**config.mk**
```make
export PLATFORM = sky130hd
export DESIGN_NAME = serial_xor_add_ctrl_flat
export DESIGN_NICKNAME = d
export VERILOG_FILES = /design/src/rtl/serial_xor_add_ctrl_if.sv /design/src/rtl/serial_xor_add_ctrl.sv /design/src/flat_wrapper.sv
export SDC_FILE = /design/constraint.sdc
export NUM_CORES = 1
export LEC_CHECK = 0
export BUFFER_PORTS_ARGS = -buffer_cell sky130_fd_sc_hd__buf_2
export CORE_UTILIZATION = 30
export DETAILED_ROUTE_END_ITERATION = 8
export HOLD_SLACK_MARGIN = 0.08
export MAX_ROUTING_LAYER = met4
export REMOVE_ABC_BUFFERS = 1
export SETUP_SLACK_MARGIN = 0.2
export SLEW_MARGIN = 20
export SYNTH_ARGS = -nofsm -noshare
export SYNTH_HDL_FRONTEND = slang
export SYNTH_SLANG_ARGS = --single-unit
```
**constraint.sdc**
```tcl
create_clock -name clk -period 2 [get_ports clk]
set_clock_uncertainty 0.15 [all_clocks]
set_input_delay 0.3 -clock clk [delete_from_list [all_inputs] [get_ports clk]]
set_output_delay 0.3 -clock clk [all_outputs]
set_load 0.005 [all_outputs]
```
**src/rtl/serial_xor_add_ctrl_if.sv**
```systemverilog
// serial_xor_add_ctrl_if: start/operand/result bundle
// master = requester, slave = the serial adder
interface serial_xor_add_ctrl_if #(
   parameter int WIDTH = 8
);
   logic             start;
   logic [WIDTH-1:0] A;
   logic [WIDTH-1:0] B;
   logic             ready;
   logic             busy;
   logic             done;
   logic [WIDTH-1:0] sum;
   logic             cout;

   modport master (
      output start, A, B,
      input  ready, busy, done, sum, cout
   );

   modport slave (
      input  start, A, B,
      output ready, busy, done, sum, cout
   );
endinterface

```
**src/rtl/serial_xor_add_ctrl.sv**
```systemverilog
// serial_xor_add_ctrl: bit-serial adder, one bit per clock, LSB first
// SERIAL_APPROX_LSB_EN: low APPROX_BITS bits are carry-less (XOR only)
module serial_xor_add_ctrl #(
   parameter int WIDTH       = 8,
   parameter int APPROX_BITS = 2
) (
   input logic                 clk,
   input logic                 rst_n,
   serial_xor_add_ctrl_if.slave bus
);

   localparam int CW = $clog2(WIDTH);
   localparam logic [CW-1:0] LAST = CW'(WIDTH - 1);

   localparam logic [1:0] S_IDLE = 2'd0;
   localparam logic [1:0] S_RUN  = 2'd1;
   localparam logic [1:0] S_DONE = 2'd2;

`ifdef SERIAL_APPROX_LSB_EN
   localparam bit APX_EN = 1'b1;
`else
   localparam bit APX_EN = 1'b0;
`endif

   logic [1:0]       state_q, state_d;
   logic [WIDTH-1:0] a_q, a_d;
   logic [WIDTH-1:0] b_q, b_d;
   logic [WIDTH-2:0] res_q, res_d;
   logic             carry_q, carry_d;
   logic [CW-1:0]    cnt_q, cnt_d;
   logic [WIDTH-1:0] sum_q, sum_d;
   logic             cout_q, cout_d;

   logic             approx;
   logic             half_s;
   logic             bit_s;
   logic             bit_c;
   logic [WIDTH-1:0] shifted;

   // one-bit slice: two cascaded XORs plus majority carry
   always_comb begin
      approx  = APX_EN && (int'(cnt_q) < APPROX_BITS);
      half_s  = a_q[0] ^ b_q[0];
      bit_s   = approx ? half_s : (half_s ^ carry_q);
      bit_c   = approx ? 1'b0
              : ((a_q[0] & b_q[0]) | (a_q[0] & carry_q)
                 | (b_q[0] & carry_q));
      shifted = {bit_s, res_q};
   end

   // sequencing: accept, shift WIDTH bits, publish result, pulse done
   always_comb begin
      state_d = state_q;
      a_d     = a_q;
      b_d     = b_q;
      res_d   = res_q;
      carry_d = carry_q;
      cnt_d   = cnt_q;
      sum_d   = sum_q;
      cout_d  = cout_q;
      unique case (state_q)
         S_IDLE: begin
            if (bus.start) begin
               a_d     = bus.A;
               b_d     = bus.B;
               carry_d = 1'b0;
               cnt_d   = '0;
               state_d = S_RUN;
            end
         end
         S_RUN: begin
            a_d     = a_q >> 1;
            b_d     = b_q >> 1;
            carry_d = bit_c;
            res_d   = shifted[WIDTH-1:1];
            if (cnt_q == LAST) begin
               sum_d   = shifted;
               cout_d  = bit_c;
               state_d = S_DONE;
            end else begin
               cnt_d = cnt_q + 1'b1;
            end
         end
         S_DONE: state_d = S_IDLE;
         default: state_d = S_IDLE;
      endcase
   end

   // state and datapath registers, cleared asynchronously
   always_ff @(posedge clk or negedge rst_n) begin
      if (!rst_n) begin
         state_q <= S_IDLE;
         a_q     <= '0;
         b_q     <= '0;
         res_q   <= '0;
         carry_q <= 1'b0;
         cnt_q   <= '0;
         sum_q   <= '0;
         cout_q  <= 1'b0;
      end else begin
         state_q <= state_d;
         a_q     <= a_d;
         b_q     <= b_d;
         res_q   <= res_d;
         carry_q <= carry_d;
         cnt_q   <= cnt_d;
         sum_q   <= sum_d;
         cout_q  <= cout_d;
      end
   end

   assign bus.ready = (state_q == S_IDLE);
   assign bus.busy  = (state_q == S_RUN);
   assign bus.done  = (state_q == S_DONE);
   assign bus.sum   = sum_q;
   assign bus.cout  = cout_q;

endmodule

```
**src/flat_wrapper.sv**
```systemverilog
// flat-port wrapper written by rule: the top's interface ports become plain ports
module serial_xor_add_ctrl_flat 
#(
   parameter int WIDTH       = 8,
   parameter int APPROX_BITS = 2
)
  (clk, rst_n, bus_start, bus_A, bus_B, bus_ready, bus_busy, bus_done, bus_sum, bus_cout);
  serial_xor_add_ctrl_if #(.WIDTH(WIDTH)) bus_i ();
  input logic clk;
  input logic rst_n;
  input wire logic [$bits(bus_i.start)-1:0] bus_start;
  input wire logic [$bits(bus_i.A)-1:0] bus_A;
  input wire logic [$bits(bus_i.B)-1:0] bus_B;
  output wire logic [$bits(bus_i.ready)-1:0] bus_ready;
  output wire logic [$bits(bus_i.busy)-1:0] bus_busy;
  output wire logic [$bits(bus_i.done)-1:0] bus_done;
  output wire logic [$bits(bus_i.sum)-1:0] bus_sum;
  output wire logic [$bits(bus_i.cout)-1:0] bus_cout;
  assign bus_i.start = bus_start;
  assign bus_i.A = bus_A;
  assign bus_i.B = bus_B;
  assign bus_ready = bus_i.ready;
  assign bus_busy = bus_i.busy;
  assign bus_done = bus_i.done;
  assign bus_sum = bus_i.sum;
  assign bus_cout = bus_i.cout;
  serial_xor_add_ctrl #(.WIDTH(WIDTH), .APPROX_BITS(APPROX_BITS)) u_core (.clk(clk), .rst_n(rst_n), .bus(bus_i));
endmodule
```
======== Word-level counts from Yosys, hierarchy flattened ========
Index checks and enable logic that the tools add are counted.
word-level totals
  register bits after elaboration ......... 38
  input bits .............................. 19
  word-level logic and storage cells ...... 40
operators by class
  $add $sub $neg .......................... 1
  eq/ne operators ......................... 6
  multiplexer cells ....................... 12
  bitwise logic cells ..................... 7
  reduce and logical (&&, ||, !) cells .... 6
operator list
  operator                                               count
  one-hot mux 8 bit (2 select lines)                     2
  2-to-1 mux 8 bit                                       2
  2-to-1 mux 3 bit                                       2
  one-hot mux 3 bit (2 select lines)                     1
  AND reduction 2 bit                                    3
  2-to-1 mux 2 bit                                       2
  inequality test 2 bit, second input constant           2
  one-hot mux 2 bit (2 select lines)                     1
  adder 3 x 1 -> 3 bit, second input constant            1
  AND 1 bit                                              3
  equality test 3 bit, second input constant             1
  AND reduction 3 bit                                    1
  equality test 2 x 1 -> 1 bit, second input constant    1
  equality test 2 bit, second input constant             1
  zero test 2 bit                                        1
  inequality test 2 x 1 -> 1 bit, second input constant  1
  OR 1 bit                                               2
  one-hot mux 1 bit (2 select lines)                     1
  nonzero test 2 bit                                     1
  bitwise XOR 1 bit                                      2
  2-to-1 mux 1 bit                                       1

======== Longest topological paths before layout ========
Gate-level depths: netlist (run 1).
  word-level depth ........................ 4
  depth in mapped cells ................... 5
  depth with buffers taken out ............ 4

======== Least setup slack after synthesis (run 1) ========
OpenSTA, ideal clock, no wires.
  path type ............................... register to register
  start point ............................. register u_core.cnt_q[0]
  end point ............................... register u_core.cout_q, in the netlist u_core.bus.cout
  library setup time ...................... 0.125 ns
  arrival time ............................ 1.417 ns
  slack ................................... 0.309 ns
  cell stages (with the launch flop) ...... 6
  period minus slack after synthesis ...... 1.691 ns
  cell sequence ........................... dfrtp_1 > ha_1 > ha_1 > nand3b_1 > buf_2 > mux2_2
on the way
  word-level cells in the longest chain between the ends .. 2
ends and longest elaborated chain
  what                           line                        RTL
  start: declaration             serial_xor_add_ctrl.sv:30   logic [CW-1:0] cnt_q, cnt_d;
  start signal: assignment       serial_xor_add_ctrl.sv:106  cnt_q <= cnt_d;
  equality test 3 bit            serial_xor_add_ctrl.sv:76   if (cnt_q == LAST) begin
  AND reduction 2 bit (no line)  n/a
  end signal: assignment         serial_xor_add_ctrl.sv:108  cout_q <= cout_d;
  end: declaration               serial_xor_add_ctrl.sv:32   logic cout_q, cout_d;
No other way between the ends.
A chain may end at the register's enable or synchronous reset.

======== Final worst setup path (run 1) ========
  start point ............................. register u_core.cnt_q[0]
  end point ............................... register u_core.sum_q[5], in the netlist u_core.bus.sum[5]
on the way
  word-level cells in the longest chain between the ends .. 2
ends and longest elaborated chain
  what                           line                        RTL
  equality test 3 bit            serial_xor_add_ctrl.sv:76
  AND reduction 2 bit (no line)  n/a
  end signal: assignment         serial_xor_add_ctrl.sv:107  sum_q <= sum_d;
  end: declaration               serial_xor_add_ctrl.sv:31   logic [WIDTH-1:0] sum_q, sum_d;
No other way between the ends.

==> impl_metrics.json, run 1 <==
{
  "drive_gt1_share_pct": 37.8,
  "die-height_um": 79.9,
  "clock-sinks": 38,
  "crit_slowest_cell": "dfrtp_1",
  "hold_start": "bus_start",
  "grt_max_degree": 25,
  "r2r_start": "u_core.cnt_q[0]$_DFFE_PN0P_",
  "grt_first_pass_wirelength_mm": 5.61,
  "drt_iter0_drc": 58,
  "viasPerCell": 4.73,
  "status": "complete, no violations",
  "power_leakage_uw": 0.00101,
  "gr-usage-all-layers_pct": 12.1,
  "hold_viol_final": 0,
  "crit_path_frequent_cell": "ha_1",
  "cts_buffers": 5,
  "min_to": "u_core.state_q[0]$_DFFE_PN0P_",
  "place_hpwl_mm": 2.45,
  "ys_warn_count": 0,
  "worstReg2RegEnd": "u_core.bus.sum[5]$_DFFE_PN0P_",
  "setup_viol": 0,
  "max-slew-margin-rel_pct": 60.3,
  "post-synth-top-count-cell": "dfrtp_1",
  "rows": 28,
  "drv_cap": 0,
  "placed_cell_area_um2": 2070,
  "nets": 207,
  "rr_worst_depth": 5,
  "postLayoutSetupSlackWorst_ps": 271,
  "timing.fmax_mhz": 578,
  "cts-root-buf": "clkbuf_8",
  "synth_top_area_share_pct": 52.2,
  "period_minus_slack_ps": 1730,
  "io_buffers": 30,
  "dieArea_um2": 6380,
  "synthCells": 149,
  "drtPass1Iterations": 4,
  "seq_area_frac_synth_pct": 52.2,
  "crit_arrival_ps": 1750,
  "min_period_over_period_pct": 86.5,
  "synthesis.area_um2": 1820,
  "cp-start-kind": "flop",
  "min_path_cells": 3,
  "tritoncts": "done",
  "worstMarginPinSlew_ps": 594,
  "overflow": 0,
  "nFillCells": 590,
  "path_clk_slew_ps": 70,
  "ys_types": 28,
  "drv_slew": 0,
  "ys_top_cells_by_count": "38 x dfrtp_1, 16 x mux2_2, 15 x inv_1, 13 x nor3b_1, 12 x nor4b_1",
  "stdcell_area_um2": 2180,
  "vdd_drop_max_mv": 0.554,
  "worstPathMaxFanout": 10,
  "max_stage_delay_ps": 410,
  "async_flop_share_pct": 100,
  "coreArea_um2": 5890,
  "synth_edf_count": 0,
  "setup_tns_ps": 0,
  "synth.area.top_cells": "dfrtp_1 52%, mux2_2 9.9%, nor4b_1 5.8%, nor3b_1 5.4%, a211oi_1 4.5%",
  "grt_pass1_vias": 1125,
  "synthToLayoutAreaGrowth_pct": 19.6,
  "regToRegSetupSlack_ps": 270,
  "ios": 31,
  "grt_antenna_before_repair": 0,
  "drc_errors": 0,
  "grt_use_met3_pct": 4.69,
  "multiInputGateArea_um2": 737,
  "seqCellArea_um2": 952,
  "grt.busiest_layer": "met1",
  "rsz0062_at_grt": "false",
  "critical_path_class": "flop to flop",
  "fp.dieW_um": 79.9,
  "wl_per_cell_um": 13.6,
  "met2_usage_pct": 16.6,
  "place_congestion": 0.735,
  "hold_path.class": "input pin to flop",
  "start_util_pct": 30.9,
  "synth-main-ff-cell": "dfrtp_1",
  "cp_cell_sequence": "ha_1, ha_1, nand3b_1, buf_6, mux2_2",
  "ant_nets": 0,
  "cp.required_ps": 2020,
  "wl_mm": 3.53,
  "clk_path_buf_depth": 2,
  "antennaDiodeCount": 0,
  "synth_top_cell_by_area": "dfrtp_1",
  "clock_latency_ps": 280,
  "grt_util_met1_pct": 16.6,
  "power_density_nw_per_um2": 1400,
  "avgSynthCellArea_um2": 12.2,
  "h-tree-depth": 2,
  "pre_cts_ws_ps": 242,
  "yosys_register_bits": 38,
  "vias": 1231,
  "end_kind": "flop"
}
==> sequential cells by signal, summed over array words and instances, names as in the netlist <==
name             flops
u_core.cnt_q         3
u_core.bus.sum       8
u_core.res_q         7
u_core.a_q           8
u_core.b_q           8
u_core.state_q       2
u_core.bus.cout      1
u_core.carry_q       1
==> through the flow <==
| step | hold WS, ps | util (%) | instances | power (uW) |
|---|---|---|---|---|
| after global placement | 127 | 35.1 | 250 | 2530 |
| after detailed placement | 127 | 35.1 | 250 | 2570 |
| final | 213 | 37.0 | 260 | 3040 |
| after floorplan | -146 | - | 136 | 2140 |
| after CTS | 213 | 36.6 | 258 | 3060 |
| after global routing | 220 | 37.0 | 260 | 3300 |
==> repair_timing <==
item                                    4_1_cts  5_1_grt
hold buffers                                  1        0
buffers inserted                              0        2
endpoints found under the setup margin        3       11
endpoints found under the hold margin        18        0
resized for setup                             1        2
==> how the worst max path moves through the flow <==
stage,from,to,depth (start not counted)
2_1_floorplan,u_core.state_q[0]$_DFFE_PN0P_,u_core.res_q[6]$_DFFE_PN0N_,3
3_3_place_gp,u_core.cnt_q[0]$_DFFE_PN0P_,u_core.bus.sum[2]$_DFFE_PN0P_,5
3_5_place_dp,u_core.cnt_q[0]$_DFFE_PN0P_,u_core.bus.sum[7]$_DFFE_PN0P_,5
4_1_cts,u_core.state_q[1]$_DFFE_PN0P_,bus_busy,3
5_1_grt,u_core.cnt_q[0]$_DFFE_PN0P_,u_core.bus.sum[5]$_DFFE_PN0P_,5
6_report,u_core.cnt_q[0]$_DFFE_PN0P_,u_core.bus.sum[5]$_DFFE_PN0P_,5
==> critical path, delay by kind of cell (launching register included) <==
family	cells	cell delay [ps]
flops	1	410
simple gates	1	120
fa+ha+maj	2	450
buf+inv	1	150
mux	1	340
==> routing by layer <==
metal | vias up | share of wire (%)
met5 | - | 0
met4 | 0 | 0.23
met3 | 2 | 4.3
met2 | 22 | 43
met1 | 592 | 52
li1 | 615 | -
==> power by group <==
part	total, uW	internal [uW]	switching [uW]
clock network	482	234	248
registers	1370	1140	235
logic	1190	661	525
==> layout make-up <==
type                            instances  share of cell area [%]
Sequential cell                        38                    43.7
Multi-Input combinational cell         83                    33.9
Timing Repair Buffer                   42                    11.9
Tap cell                               75                    4.31
Clock buffer                            5                    3.16
Inverter                               15                    2.59
Clock inverter                          2                   0.460
==> cells in the final DEF (no fill, tap or decap), drive strengths merged <==
cell and n:
clkbuf 5, and3 1, mux2 16, nor4b 12, nor3b 13, nor2 1
buf 41, dlygate4sd3 1, ha 2, or4b 3, o21ba 1, o221a 3
nand3 2, nor2b 1, a211o 3, inv 15, o21bai 1, a21oi 1
nand3b 1, dfrtp 38, fa 1, clkinv 2, nand2b 5, o221ai 2
a211oi 11, nor4bb 2, a22o 1
==> kinds of logic after synthesis <==
logic type	after synthesis	synth area share, %
mux	16	9.90
compound gates	23	10.5
fa+ha+maj	3	2.47
simple gates	41	17.5
buf+inv	28	7.42
flops	38	52.2
No activity file was read; power rests on OpenSTA's default activity.
==> run 2: changes to the inputs <==
==> constraint.sdc (replaced) <==
create_clock -name clk -period 2.1 [get_ports clk]
set_clock_uncertainty 0.15 [all_clocks]
set_input_delay 0.315 -clock clk [delete_from_list [all_inputs] [get_ports clk]]
set_output_delay 0.315 -clock clk [all_outputs]
set_load 0.005 [all_outputs]
==> run 2 against run 1 <==
Net effect: critical path depth down 2; hold slack better by 22 ps; sequential power down 5%; critical path type is now flop to primary output; critical endpoint is now bus_busy; largest cell class unchanged; highest routed layer unchanged.
==> impl_metrics.json, run 2 (same netlist as run 1, synthesis figures left out) <==
{
  "status": "complete, no violations",
  "layout_commonest_cell": "dfrtp_1",
  "hold_viol_final": 0,
  "grt_pass1_vias": 1161,
  "crit_path_start": "u_core.state_q[1]$_DFFE_PN0P_",
  "viasPerCell": 4.81,
  "power_density_nw_per_um2": 1350,
  "max_stage_delay_ps": 500,
  "drc_errors": 0,
  "clk_path_buf_depth": 2,
  "min_path_cells": 3,
  "place_hpwl_mm": 2.46,
  "gr-usage-all-layers_pct": 12.2,
  "die-height_um": 79.9,
  "p_total_uw": 2940,
  "wl_met1_mm": 1.76,
  "cp-start-kind": "flop",
  "max-slew-margin-rel_pct": 32.4,
  "end_kind": "primary output",
  "dr_wl_met3_um": 153,
  "grt_antenna_before_repair": 0,
  "min_period_over_period_pct": 84.1,
  "rows": 28,
  "final_cell_mix": "37 x dfrtp_1, 30 x buf_2, 16 x mux2_2, 15 x inv_1, 13 x nor3b_1",
  "setup_viol": 0,
  "drv_slew": 0,
  "clock-sinks": 38,
  "io_buffers": 30,
  "cts_buffers": 5,
  "rr_worst_depth": 2,
  "vias": 1247,
  "coreArea_um2": 5890,
  "tritoncts": "done",
  "hold_path.class": "input pin to flop",
  "wl_per_cell_um": 13.5,
  "cp.required_ps": 1630,
  "path_clk_slew_ps": 70,
  "setup_tns_ps": 0,
  "regToRegSetupSlack_ps": 370,
  "setup.worst_path.end": "bus_busy",
  "power_leakage_uw": 0.00100,
  "drtPass1Iterations": 4,
  "ios": 31,
  "nFillCells": 595,
  "place_congestion": 0.715,
  "crit_slowest_cell": "dfrtp_2",
  "r2r_start": "u_core.state_q[0]$_DFFE_PN0P_",
  "antennaDiodeCount": 0,
  "timing.fmax_mhz": 566,
  "synthToLayoutAreaGrowth_pct": 19.9,
  "rsz0062_at_grt": "false",
  "worstMarginPinSlew_ps": 1010,
  "drive_gt1_share_pct": 37.5,
  "grt_max_degree": 29,
  "worstReg2RegEnd": "u_core.b_q[5]$_DFFE_PN0P_",
  "dr_wl_met2_mm": 1.56,
  "postLayoutCoreUtil_pct": 37.1,
  "period_minus_slack_ps": 1770,
  "grt_first_pass_wirelength_mm": 5.72,
  "drv_cap": 0,
  "drt_iter0_drc": 54,
  "wl_mm": 3.50,
  "nets": 205,
  "start_util_pct": 30.9,
  "dieArea_um2": 6380,
  "top_layer_used": "met4",
  "critical_path_class": "flop to primary output",
  "fp.dieW_um": 79.9,
  "cp_cell_sequence": "nand2b_2, inv_1, buf_2",
  "cts-root-buf": "clkbuf_8",
  "crit_arrival_ps": 1300,
  "ant_nets": 0,
  "clock_latency_ps": 280,
  "h-tree-depth": 2,
  "worstPathMaxFanout": 14,
  "overflow": 0,
  "vdd_drop_max_mv": 0.574
}
-- run 2: worst min-delay path by stage --
stage | from | end | slack, ps
4_1_cts | bus_A[4] | u_core.a_q[4]$_DFFE_PN0P_ | 230
3_5_place_dp | rst_n | u_core.bus.sum[4]$_DFFE_PN0P_ | 140
5_1_grt | bus_A[4] | u_core.a_q[4]$_DFFE_PN0P_ | 230
3_3_place_gp | rst_n | u_core.bus.sum[5]$_DFFE_PN0P_ | 140
2_1_floorplan | rst_n | u_core.a_q[0]$_DFFE_PN0P_ | -130
6_report | bus_A[4] | u_core.a_q[4]$_DFFE_PN0P_ | 230
-- run 2: layout make-up --
type | instances | area (um2) | area share [%]
sequential | 38 | 952 | 43.6
inverter | 15 | 56.3 | 2.58
timing repair buffer | 40 | 248 | 11.4
clock buffer | 6 | 82.6 | 3.78
tap | 75 | 93.8 | 4.30
multi-input combinational | 83 | 737 | 33.8
clock inverter | 2 | 12.5 | 0.573
-- run 2: what timing repair did --
item | in CTS | in global routing
buffers inserted | 2 | 0
hold buffers | 1 | 0
endpoints found under the setup margin | 10 | 1
gates cloned | 0 | 0
resized for setup | 2 | 2
hold endpoints to repair | 18 | 0
-- run 2: metrics by stage --
step	cells	setup WS, ps	hold slack, ps	instance area, um2
after floorplan	136	141	-131	1740
after global placement	248	211	141	2050
after detailed placement	248	186	137	2050
after CTS	259	256	232	2180
after global routing	259	206	225	2180
final	259	335	235	2180
-- run 2: power breakdown --
part           switching [uW]  leakage, uW  internal, uW
clock network             250    0.0000472           264
registers                 219     0.000450          1080
logic                     498     0.000503           628
-- run 2: worst max-delay path, delay by kind of cell, from the launching register on --
kind	cells	cell delay, ps
and+or+nand+nor	1	260
buffers and inverters	2	260
DFF	1	500
-- run 2: routing by layer --
metal	up-vias	GRT usage (%)
li1	611	-
met5	-	-
met1	607	15.9
met3	4	3.43
met4	0	3.21
met2	25	18.5
